**config.mk**
```make
export PLATFORM = sky130hd
export DESIGN_NAME = unidade_controle
export DESIGN_NICKNAME = d
export VERILOG_FILES = /design/src/rtl/proc_pkg.sv /design/src/rtl/decod_ula.sv /design/src/rtl/unidade_controle.sv
export SDC_FILE = /design/constraint.sdc
export NUM_CORES = 1
export LEC_CHECK = 0
export CORE_MARGIN = 2
export CORE_UTILIZATION = 45
export CTS_CLUSTER_SIZE = 14
export DETAILED_ROUTE_END_ITERATION = 10
export DONT_BUFFER_PORTS = 1
export GPL_TIMING_DRIVEN = 0
export HOLD_SLACK_MARGIN = 0.15
export PLACE_DENSITY = 0.74
export SLEW_MARGIN = 20
export SYNTH_ARGS = -nofsm -noshare
export SYNTH_HDL_FRONTEND = slang
export SYNTH_SLANG_ARGS = --single-unit
```
**constraint.sdc**
```tcl
create_clock -name clock -period 1.68 [get_ports clock]
set_clock_uncertainty 0.15 [all_clocks]
set_input_delay 0.168 -clock clock [delete_from_list [all_inputs] [get_ports clock]]
set_output_delay 0.168 -clock clock [all_outputs]
set_load 0.05 [all_outputs]
```
**src/rtl/proc_pkg.sv**
```systemverilog
// Shared definitions for the 16-bit accumulator processor: opcodes, ALU selects
// and the control-unit state encoding.
package proc_pkg;

  localparam int unsigned LARG_OP  = 4;
  localparam int unsigned LARG_SEL = 3;

  localparam logic [LARG_OP-1:0] OP_NOP = 4'h0;
  localparam logic [LARG_OP-1:0] OP_STA = 4'h1;
  localparam logic [LARG_OP-1:0] OP_LDA = 4'h2;
  localparam logic [LARG_OP-1:0] OP_ADD = 4'h3;
  localparam logic [LARG_OP-1:0] OP_SUB = 4'h4;
  localparam logic [LARG_OP-1:0] OP_AND = 4'h5;
  localparam logic [LARG_OP-1:0] OP_OR  = 4'h6;
  localparam logic [LARG_OP-1:0] OP_NOT = 4'h7;
  localparam logic [LARG_OP-1:0] OP_SHR = 4'h8;
  localparam logic [LARG_OP-1:0] OP_SHL = 4'h9;
  localparam logic [LARG_OP-1:0] OP_JMP = 4'hA;
  localparam logic [LARG_OP-1:0] OP_JN  = 4'hB;
  localparam logic [LARG_OP-1:0] OP_JZ  = 4'hC;
  localparam logic [LARG_OP-1:0] OP_HLT = 4'hF;

  localparam logic [LARG_SEL-1:0] ULA_SOMA    = 3'b000;
  localparam logic [LARG_SEL-1:0] ULA_SUB     = 3'b001;
  localparam logic [LARG_SEL-1:0] ULA_AND     = 3'b010;
  localparam logic [LARG_SEL-1:0] ULA_OR      = 3'b011;
  localparam logic [LARG_SEL-1:0] ULA_NOT     = 3'b100;
  localparam logic [LARG_SEL-1:0] ULA_SHR     = 3'b101;
  localparam logic [LARG_SEL-1:0] ULA_SHL     = 3'b110;
  localparam logic [LARG_SEL-1:0] ULA_PASSA_Y = 3'b111;

  typedef enum logic [2:0] {
    RESET,
    BUSCA0,
    BUSCA1,
    BUSCA2,
    DECOD,
    OPER,
    EXEC,
    PARADO
  } estado_t;

endpackage

```
**src/rtl/decod_ula.sv**
```systemverilog
// Opcode classifier: ALU select plus instruction class (memory operand, jump, unary).
module decod_ula
  import proc_pkg::*;
(
  input  logic [LARG_OP-1:0]  opcode,
  output logic [LARG_SEL-1:0] sel_ula,
  output logic                e_memoria,
  output logic                e_salto,
  output logic                e_unaria
);

  // Unlisted and unknown opcodes fall through as NOP
  always_comb begin
    sel_ula   = ULA_SOMA;
    e_memoria = 1'b0;
    e_salto   = 1'b0;
    e_unaria  = 1'b0;
    case (opcode)
      OP_STA: e_memoria = 1'b1;
      OP_LDA: begin sel_ula = ULA_PASSA_Y; e_memoria = 1'b1; end
      OP_ADD: begin sel_ula = ULA_SOMA;    e_memoria = 1'b1; end
      OP_SUB: begin sel_ula = ULA_SUB;     e_memoria = 1'b1; end
      OP_AND: begin sel_ula = ULA_AND;     e_memoria = 1'b1; end
      OP_OR:  begin sel_ula = ULA_OR;      e_memoria = 1'b1; end
      OP_NOT: begin sel_ula = ULA_NOT;     e_unaria  = 1'b1; end
      OP_SHR: begin sel_ula = ULA_SHR;     e_unaria  = 1'b1; end
      OP_SHL: begin sel_ula = ULA_SHL;     e_unaria  = 1'b1; end
      OP_JMP, OP_JN, OP_JZ: e_salto = 1'b1;
      OP_NOP, OP_HLT: ;
      default: ;
    endcase
  end

endmodule

```
**src/rtl/unidade_controle.sv**
```systemverilog
// Multi-cycle control unit: fetch, decode, operand access and execute against a
// single-port memory with ready handshake and bus-timeout detection.
module unidade_controle
  import proc_pkg::*;
#(
  parameter int unsigned ESPERA_MAX = 255,
  parameter int unsigned LARG_CONT  = 16
) (
  input  logic                clock,
  input  logic                reset_n,
  input  logic [LARG_OP-1:0]  opcode,
  input  logic                flag_n,
  input  logic                flag_z,
  input  logic                mem_pronto,
  input  logic                continuar,
  output logic [LARG_SEL-1:0] sel_ula,
  output logic                carga_ac,
  output logic                carga_nz,
  output logic                carga_pc,
  output logic                inc_pc,
  output logic                carga_rem,
  output logic                sel_rem,
  output logic                carga_rdm,
  output logic                carga_ri,
  output logic                mem_le,
  output logic                mem_escreve,
  output logic                parado,
  output logic                erro
);

  estado_t              estado, estado_prox;
  logic [LARG_CONT-1:0] cont;
  logic                 set_erro;
  logic                 limite;
  logic [LARG_SEL-1:0]  dec_sel;
  logic                 e_memoria, e_salto, e_unaria;

  decod_ula u_decod (
    .opcode    (opcode),
    .sel_ula   (dec_sel),
    .e_memoria (e_memoria),
    .e_salto   (e_salto),
    .e_unaria  (e_unaria)
  );

  assign limite = (cont == LARG_CONT'(ESPERA_MAX));

  // State, wait counter and sticky error
  always_ff @(posedge clock or negedge reset_n) begin
    if (!reset_n) begin
      estado <= RESET;
      cont   <= '0;
      erro   <= 1'b0;
    end else begin
      estado <= estado_prox;
      erro   <= erro | set_erro;
      if (estado == BUSCA1 || estado == OPER) begin
        if (!mem_pronto) cont <= cont + LARG_CONT'(1);
      end else begin
        cont <= '0;
      end
    end
  end

  always_comb begin
    estado_prox = estado;
    sel_ula     = ULA_SOMA;
    carga_ac    = 1'b0;
    carga_nz    = 1'b0;
    carga_pc    = 1'b0;
    inc_pc      = 1'b0;
    carga_rem   = 1'b0;
    sel_rem     = 1'b0;
    carga_rdm   = 1'b0;
    carga_ri    = 1'b0;
    mem_le      = 1'b0;
    mem_escreve = 1'b0;
    parado      = 1'b0;
    set_erro    = 1'b0;
    case (estado)
      RESET: estado_prox = BUSCA0;
      BUSCA0: begin
        carga_rem   = 1'b1;
        estado_prox = BUSCA1;
      end
      BUSCA1: begin
        mem_le = 1'b1;
        if (mem_pronto) begin
          carga_rdm   = 1'b1;
          inc_pc      = 1'b1;
          estado_prox = BUSCA2;
        end else if (limite) begin
          set_erro    = 1'b1;
          estado_prox = PARADO;
        end
      end
      BUSCA2: begin
        carga_ri    = 1'b1;
        estado_prox = DECOD;
      end
      DECOD: begin
        estado_prox = BUSCA0;
        if (opcode == OP_HLT) begin
          estado_prox = PARADO;
        end else if (e_memoria) begin
          carga_rem   = 1'b1;
          sel_rem     = 1'b1;
          estado_prox = OPER;
        end else if (e_unaria) begin
          sel_ula  = dec_sel;
          carga_ac = 1'b1;
          carga_nz = 1'b1;
        end else if (e_salto) begin
          case (opcode)
            OP_JN:   carga_pc = flag_n;
            OP_JZ:   carga_pc = flag_z;
            default: carga_pc = 1'b1;
          endcase
        end
      end
      // Stores finish here; loads and ALU ops capture the operand for EXEC
      OPER: begin
        if (opcode == OP_STA) mem_escreve = 1'b1;
        else                  mem_le      = 1'b1;
        if (mem_pronto) begin
          if (opcode == OP_STA) begin
            estado_prox = BUSCA0;
          end else begin
            carga_rdm   = 1'b1;
            estado_prox = EXEC;
          end
        end else if (limite) begin
          set_erro    = 1'b1;
          estado_prox = PARADO;
        end
      end
      EXEC: begin
        sel_ula     = dec_sel;
        carga_ac    = 1'b1;
        carga_nz    = 1'b1;
        estado_prox = BUSCA0;
      end
      PARADO: begin
        parado = 1'b1;
        if (continuar && !erro) estado_prox = BUSCA0;
      end
      default: estado_prox = RESET;
    endcase
  end

endmodule

```
# [Word level (Yosys, flattened, before mapping)]
# Cells that the tools add are included.
[op_classes] n_addsub=1 n_eq_ne=23 muxes=45 n_bitwise=1 reduce_logical=9
[op_table] cell="$pmux W3 S7" count=2
[op_table] cell="$mux W16" count=2
[op_table] cell="$mux W3" count=10
[op_table] cell="$mux W1" count=25
[op_table] cell="$eq A4 B4 Y1 const B" count=6
[op_table] cell="$add A16 B1 Y16 const B" count=1
[op_table] cell="$eq A16 B8 Y1 const B" count=1
[op_table] cell="$eq A4 B3 Y1 const B" count=4
[op_table] cell="$eq A3 B3 Y1 const B" count=4
[op_table] cell="$pmux W1 S2" count=5
[op_table] cell="$eq A4 B2 Y1 const B" count=2
[op_table] cell="$eq A3 B2 Y1 const B" count=2
[op_table] cell="$pmux W3 S2" count=1
[op_table] cell="$reduce_or A3 Y1" count=2
[op_table] cell="$reduce_or A6 Y1" count=1
[op_table] cell="$eq A4 B1 Y1 const B" count=1
[op_table] cell="$ne A2 B2 Y1 const B" count=2
[op_table] cell="$reduce_or A2 Y1" count=2
[op_table] cell="$eq A3 B1 Y1 const B" count=1
[op_table] cell="$logic_not A3 Y1" count=1
[op_table] cell="$logic_and A1 B1 Y1" count=1
[op_table] cell="$logic_not A1 Y1" count=1
[op_table] cell="$logic_or A1 B1 Y1" count=1
[op_table] cell="$or A1 B1 Y1" count=1
[word_totals] register_bits=20 inputBits=10 out_inout_bits=15 wordCells=82

# [Logic depth before layout (Yosys ltp)]
[depth] depth_word=8 depth_mapped=6 ltp_nobuf=5

# [By module]
# Synthesis repeated with hierarchy kept, for this count alone.
[hier_totals] cells_unflattened=164 hier_area_um2=1395.1
[modules_own_cells] module="unidade_controle" n_inst=1 cells_each=145 area_each_um2=1263.7 seq_area_each_um2=500.5
[modules_own_cells] module="decod_ula" n_inst=1 cells_each=19 area_each_um2=131.4 seq_area_each_um2=0.0

# [Worst setup path after synthesis]
# Ideal clock, no wire load.
[synth_timing] kind="register to output" startpoint="register estado[0]" endpoint="output port carga_rem" arrival_ns=2.957 t_required_ns=1.362 setup_slack_ns=-1.595 path_stages_with_launch=5 n_path_buf=1 cell_sequence="dfrtp_1 -> clkbuf_1 -> or3b_1 -> nor4_1 -> a21o_1"
[synth_between] elab_chain_cells=2 elab_cells_between_ends=3 classes_between="eq/ne (2); mux (1)"
[synth_lines] item="start: declaration" line_no="unidade_controle.sv:31" text="estado_t estado, estado_prox;"
[synth_lines] item="start signal: assignment" line_no="unidade_controle.sv:55" text="estado <= estado_prox;"
[synth_lines] item="$eq A3 B3 Y1 or $eq A3 B1 Y1 (tied branches)" line_no="unidade_controle.sv:80" text="case (estado)"
[synth_lines] item="$pmux W1 S2 *" line_no="unidade_controle.sv:80"
[synth_lines] item="end: declaration" line_no="unidade_controle.sv:21" text="output logic carga_rem,"
# Mark *: on every way between the ends. The rest lies on a longest branch, timed or not.

# [Final worst setup path]
# Same ends and word-level chain as after synthesis.

==> metrics.log <==
INFO  metric fin_util = 74.6%
INFO  metric fp-row-count = 19
INFO  metric grt_first_pass_wirelength = 6020 um
INFO  metric final.hold.worst_slack = 0.0952 ns
INFO  metric fin_crit_sh = 153%
INFO  metric synth_enable_flop_cells = 0
INFO  metric vdd.ir_drop.worst = 752 uV
INFO  metric detailedPlacementHpwl = 2230 um
INFO  metric io_pins = 25
INFO  metric routed_wl = 4350 um
INFO  metric design.die.area = 3480 sq um
INFO  metric postLayoutCellArea = 2090 sq um
INFO  metric initial_utilization = 48.5%
INFO  metric achievable-frequency = 389 MHz
INFO  metric yosys_warnings = 0
INFO  metric cellPowerDensity = 1230 nW/um^2
INFO  metric maximum_number_of_pins_on_one_net_before_global_route_repair = 21
INFO  metric wire_per_inst = 18.4 um
INFO  metric post_synth_instance_area = 1360 sq um
INFO  metric register_area = 505 sq um
INFO  metric cts.hold.buffers_added = 3
INFO  metric areaGrowthSynthToFinish = 53.8%
INFO  metric floorplan.die.height = 59.0 um
INFO  metric maxCapViolCount = 0
INFO  metric timing.critical_path.to_type = output port
INFO  metric finalNetCount = 217
INFO  metric drcViolationCount = 5
INFO  metric critical_path.startpoint_type = register
INFO  metric globalplace.congestion = 0.867
INFO  metric first_pass_iters = 10
INFO  metric post-synth-top-area-fraction = 36.8%
INFO  metric timing_worst_setup_path_type = reg -> out
INFO  metric synth.yosys.seq_area_share = 36.8%
INFO  metric cts_made_buffers = 3
INFO  metric dr.first_iter.drc_count = 171
INFO  metric n_antenna_cell = 0
INFO  metric finalWorstSetupSlack = -0.892 ns
INFO  metric synth-main-ff-cell = sky130_fd_sc_hd__dfrtp_1
INFO  metric asyncSetResetFlopFracSynth = 100%
INFO  metric ant_nets = 0
INFO  metric fp.dieW = 59.0 um
INFO  metric status = finished with violations
INFO  metric core_area = 2810 sq um
INFO  metric holdCritPathClass = in -> reg
INFO  metric io_buffers = 0
INFO  metric synth.distinct_cells = 48
INFO  metric min_period = 2.57 ns
INFO  metric postSynthAreaPerCell = 8.50 sq um
INFO  metric nFillCells = 162
INFO  metric timing.final.max_slew_violations = 0
INFO  metric critical_path_required = 1.36 ns
INFO  metric setup_repair_after_global_routing_missed_its_margin = true
INFO  metric dpl.cell_count = 191
INFO  metric post_drt_via_cell_ratio = 6.20
INFO  metric finish.cell_count_without_fillers = 236
INFO  metric final_layout_size_suffix_gt1_share = 46.3%
INFO  metric fin_setup_tns = -8.08 ns
INFO  metric clkSlewWorstSetupHoldPaths = 0.13 ns
INFO  metric globalRouteTotalUtil = 22.8%
INFO  metric final-setup-viol-count = 28
INFO  metric synth_top_cells_by_area = sky130_fd_sc_hd__dfrtp_1 37%, sky130_fd_sc_hd__nor2_1 5.2%, sky130_fd_sc_hd__xor2_1 4.5%, sky130_fd_sc_hd__nand3_1 3.7%, sky130_fd_sc_hd__o21ai_0 3.3%
INFO  metric yosysTopAreaCell = sky130_fd_sc_hd__dfrtp_1
INFO  metric synth_nets = 171
INFO  metric worst_skew_late_latency = 0.32 ns
INFO  metric gr-total-overflow = 0
INFO  metric path_max_fanout = 4
INFO  metric static_leakage_power = 0.879 nW
INFO  metric cts_num_sinks = 20
INFO  metric detailed_place.area = 1500 sq um
INFO  metric netlist_instances = 160
INFO  metric critPathArrivalTime = 2.25 ns
INFO  metric clk_path_buf_depth = 2
INFO  metric multi_input_area = 1070 sq um
INFO  metric clock_tree_from_tritoncts = yes
INFO  metric clock_tree.htree_level_count = 1
INFO  metric tightest_slew = 0.943 ns
INFO  metric cts_root_buf = sky130_fd_sc_hd__clkbuf_4
INFO  metric grt_antenna_before_repair = 0
INFO  metric total_power = 2.58 mW
INFO  metric postSynthRegisterBits = 20
INFO  metric violations_in_the_final_reports = design-rule violations, negative setup slack
INFO  metric detailedPlace.worstSlack = -0.615 ns
INFO  metric num_vias = 1,464
INFO  metric grt_pass1_vias = 1,337
INFO  metric timing_hold_violations_final = 0
INFO  metric timing.slew.headroom = 37.0%
==> layout make-up <==
| class | instances | area share (%) |
|---|---|---|
| well taps | 31 | 1.85 |
| inverters | 5 | 1.14 |
| clock buffers | 4 | 1.73 |
| plain buffers | 9 | 3.53 |
| repair buffers | 41 | 16.4 |
| flip-flops and latches | 20 | 24.2 |
| multi-input cells | 126 | 51.1 |
==> critical path, stage by stage (launching register included) <==
cell and delay [ns]:
sky130_fd_sc_hd__dfrtp_1 0.43, sky130_fd_sc_hd__clkbuf_8 0.16, sky130_fd_sc_hd__or3b_4 0.41, sky130_fd_sc_hd__nor4_4 0.68
sky130_fd_sc_hd__a21o_4 0.26
==> layout by cell type (no fill, tap or decap), drive strengths merged, types with 5 or more instances in the layout <==
cell	n
buf	42
dfrtp	20
nor2	19
nand3	10
nand2	9
o21ai	9
clkbuf	9
xor2	7
a21oi	7
inv	5
or3	5
==> logic make-up after synthesis <==
family | after synthesis | synth area share, %
flops | 20 | 36.8
fa+ha+maj | 1 | 0.920
compound gates | 27 | 12.3
mux | 2 | 1.47
simple gates | 85 | 37.2
xor+xnor | 11 | 7.08
buf+inv | 14 | 4.23
==> power by group <==
group          leakage (nW)  internal [mW]  switching (mW)
clock                0.0210          0.133           0.163
combinational         0.590          0.738           0.962
sequential            0.268          0.536          0.0454
==> state kept, by name (all words and copies together) (netlist names) <==
signal,count
cont,16
erro,1
estado,3
==> what timing repair did <==
item / 4_1_cts / 5_1_grt
endpoints found under the setup margin: 30 / 31
resized for setup: 47 / 20
setup buffers: 25 / 13
pin swaps: 14 / 12
endpoints found under the hold margin: 28 / 1
==> layer usage <==
metal,up-vias,wire length [um],part of all wire (%),track usage (%)
li1,671,-,-,-
met1,720,1720,40,25.4
met2,61,2320,53,42.1
met3,12,221,5.1,5.24
met4,0,91,2.1,8.12
met5,-,0,0,0
==> worst paths after layout <==
check,from,end,slack [ns],cells past startpoint
max,estado[0],carga_rem,-0.89,4
min reg2reg,cont[11],cont[11],0.46,2
max in group asynchronous,reset_n,cont[8],0.45,1
max reg2reg,estado[0],estado[2],-0.46,5
min in group asynchronous,reset_n,cont[14],0.27,1
min,opcode[1],estado[0],0.1,4
==> Yosys cell counts, types with 2 or more instances <==
| cell type | n |
|---|---|
| sky130_fd_sc_hd__xnor2_1 | 4 |
| sky130_fd_sc_hd__clkbuf_1 | 6 |
| sky130_fd_sc_hd__o21ai_0 | 9 |
| sky130_fd_sc_hd__xor2_1 | 7 |
| sky130_fd_sc_hd__nand3_1 | 10 |
| sky130_fd_sc_hd__or3_1 | 4 |
| sky130_fd_sc_hd__nand4_1 | 3 |
| sky130_fd_sc_hd__nand2b_1 | 3 |
| sky130_fd_sc_hd__nor2b_1 | 4 |
| sky130_fd_sc_hd__inv_1 | 5 |
| sky130_fd_sc_hd__nor3_1 | 2 |
| sky130_fd_sc_hd__dfrtp_1 | 20 |
| sky130_fd_sc_hd__a211oi_1 | 3 |
| sky130_fd_sc_hd__nor4_1 | 4 |
| sky130_fd_sc_hd__or4_1 | 3 |
| sky130_fd_sc_hd__and3_1 | 4 |
| sky130_fd_sc_hd__mux2i_1 | 2 |
| sky130_fd_sc_hd__and3b_1 | 2 |
| sky130_fd_sc_hd__a21oi_1 | 7 |
| sky130_fd_sc_hd__and2_1 | 3 |
| sky130_fd_sc_hd__nand2_1 | 9 |
| sky130_fd_sc_hd__nor2_1 | 19 |
| sky130_fd_sc_hd__nor4b_1 | 2 |
(Power assumes the default switching activity.)
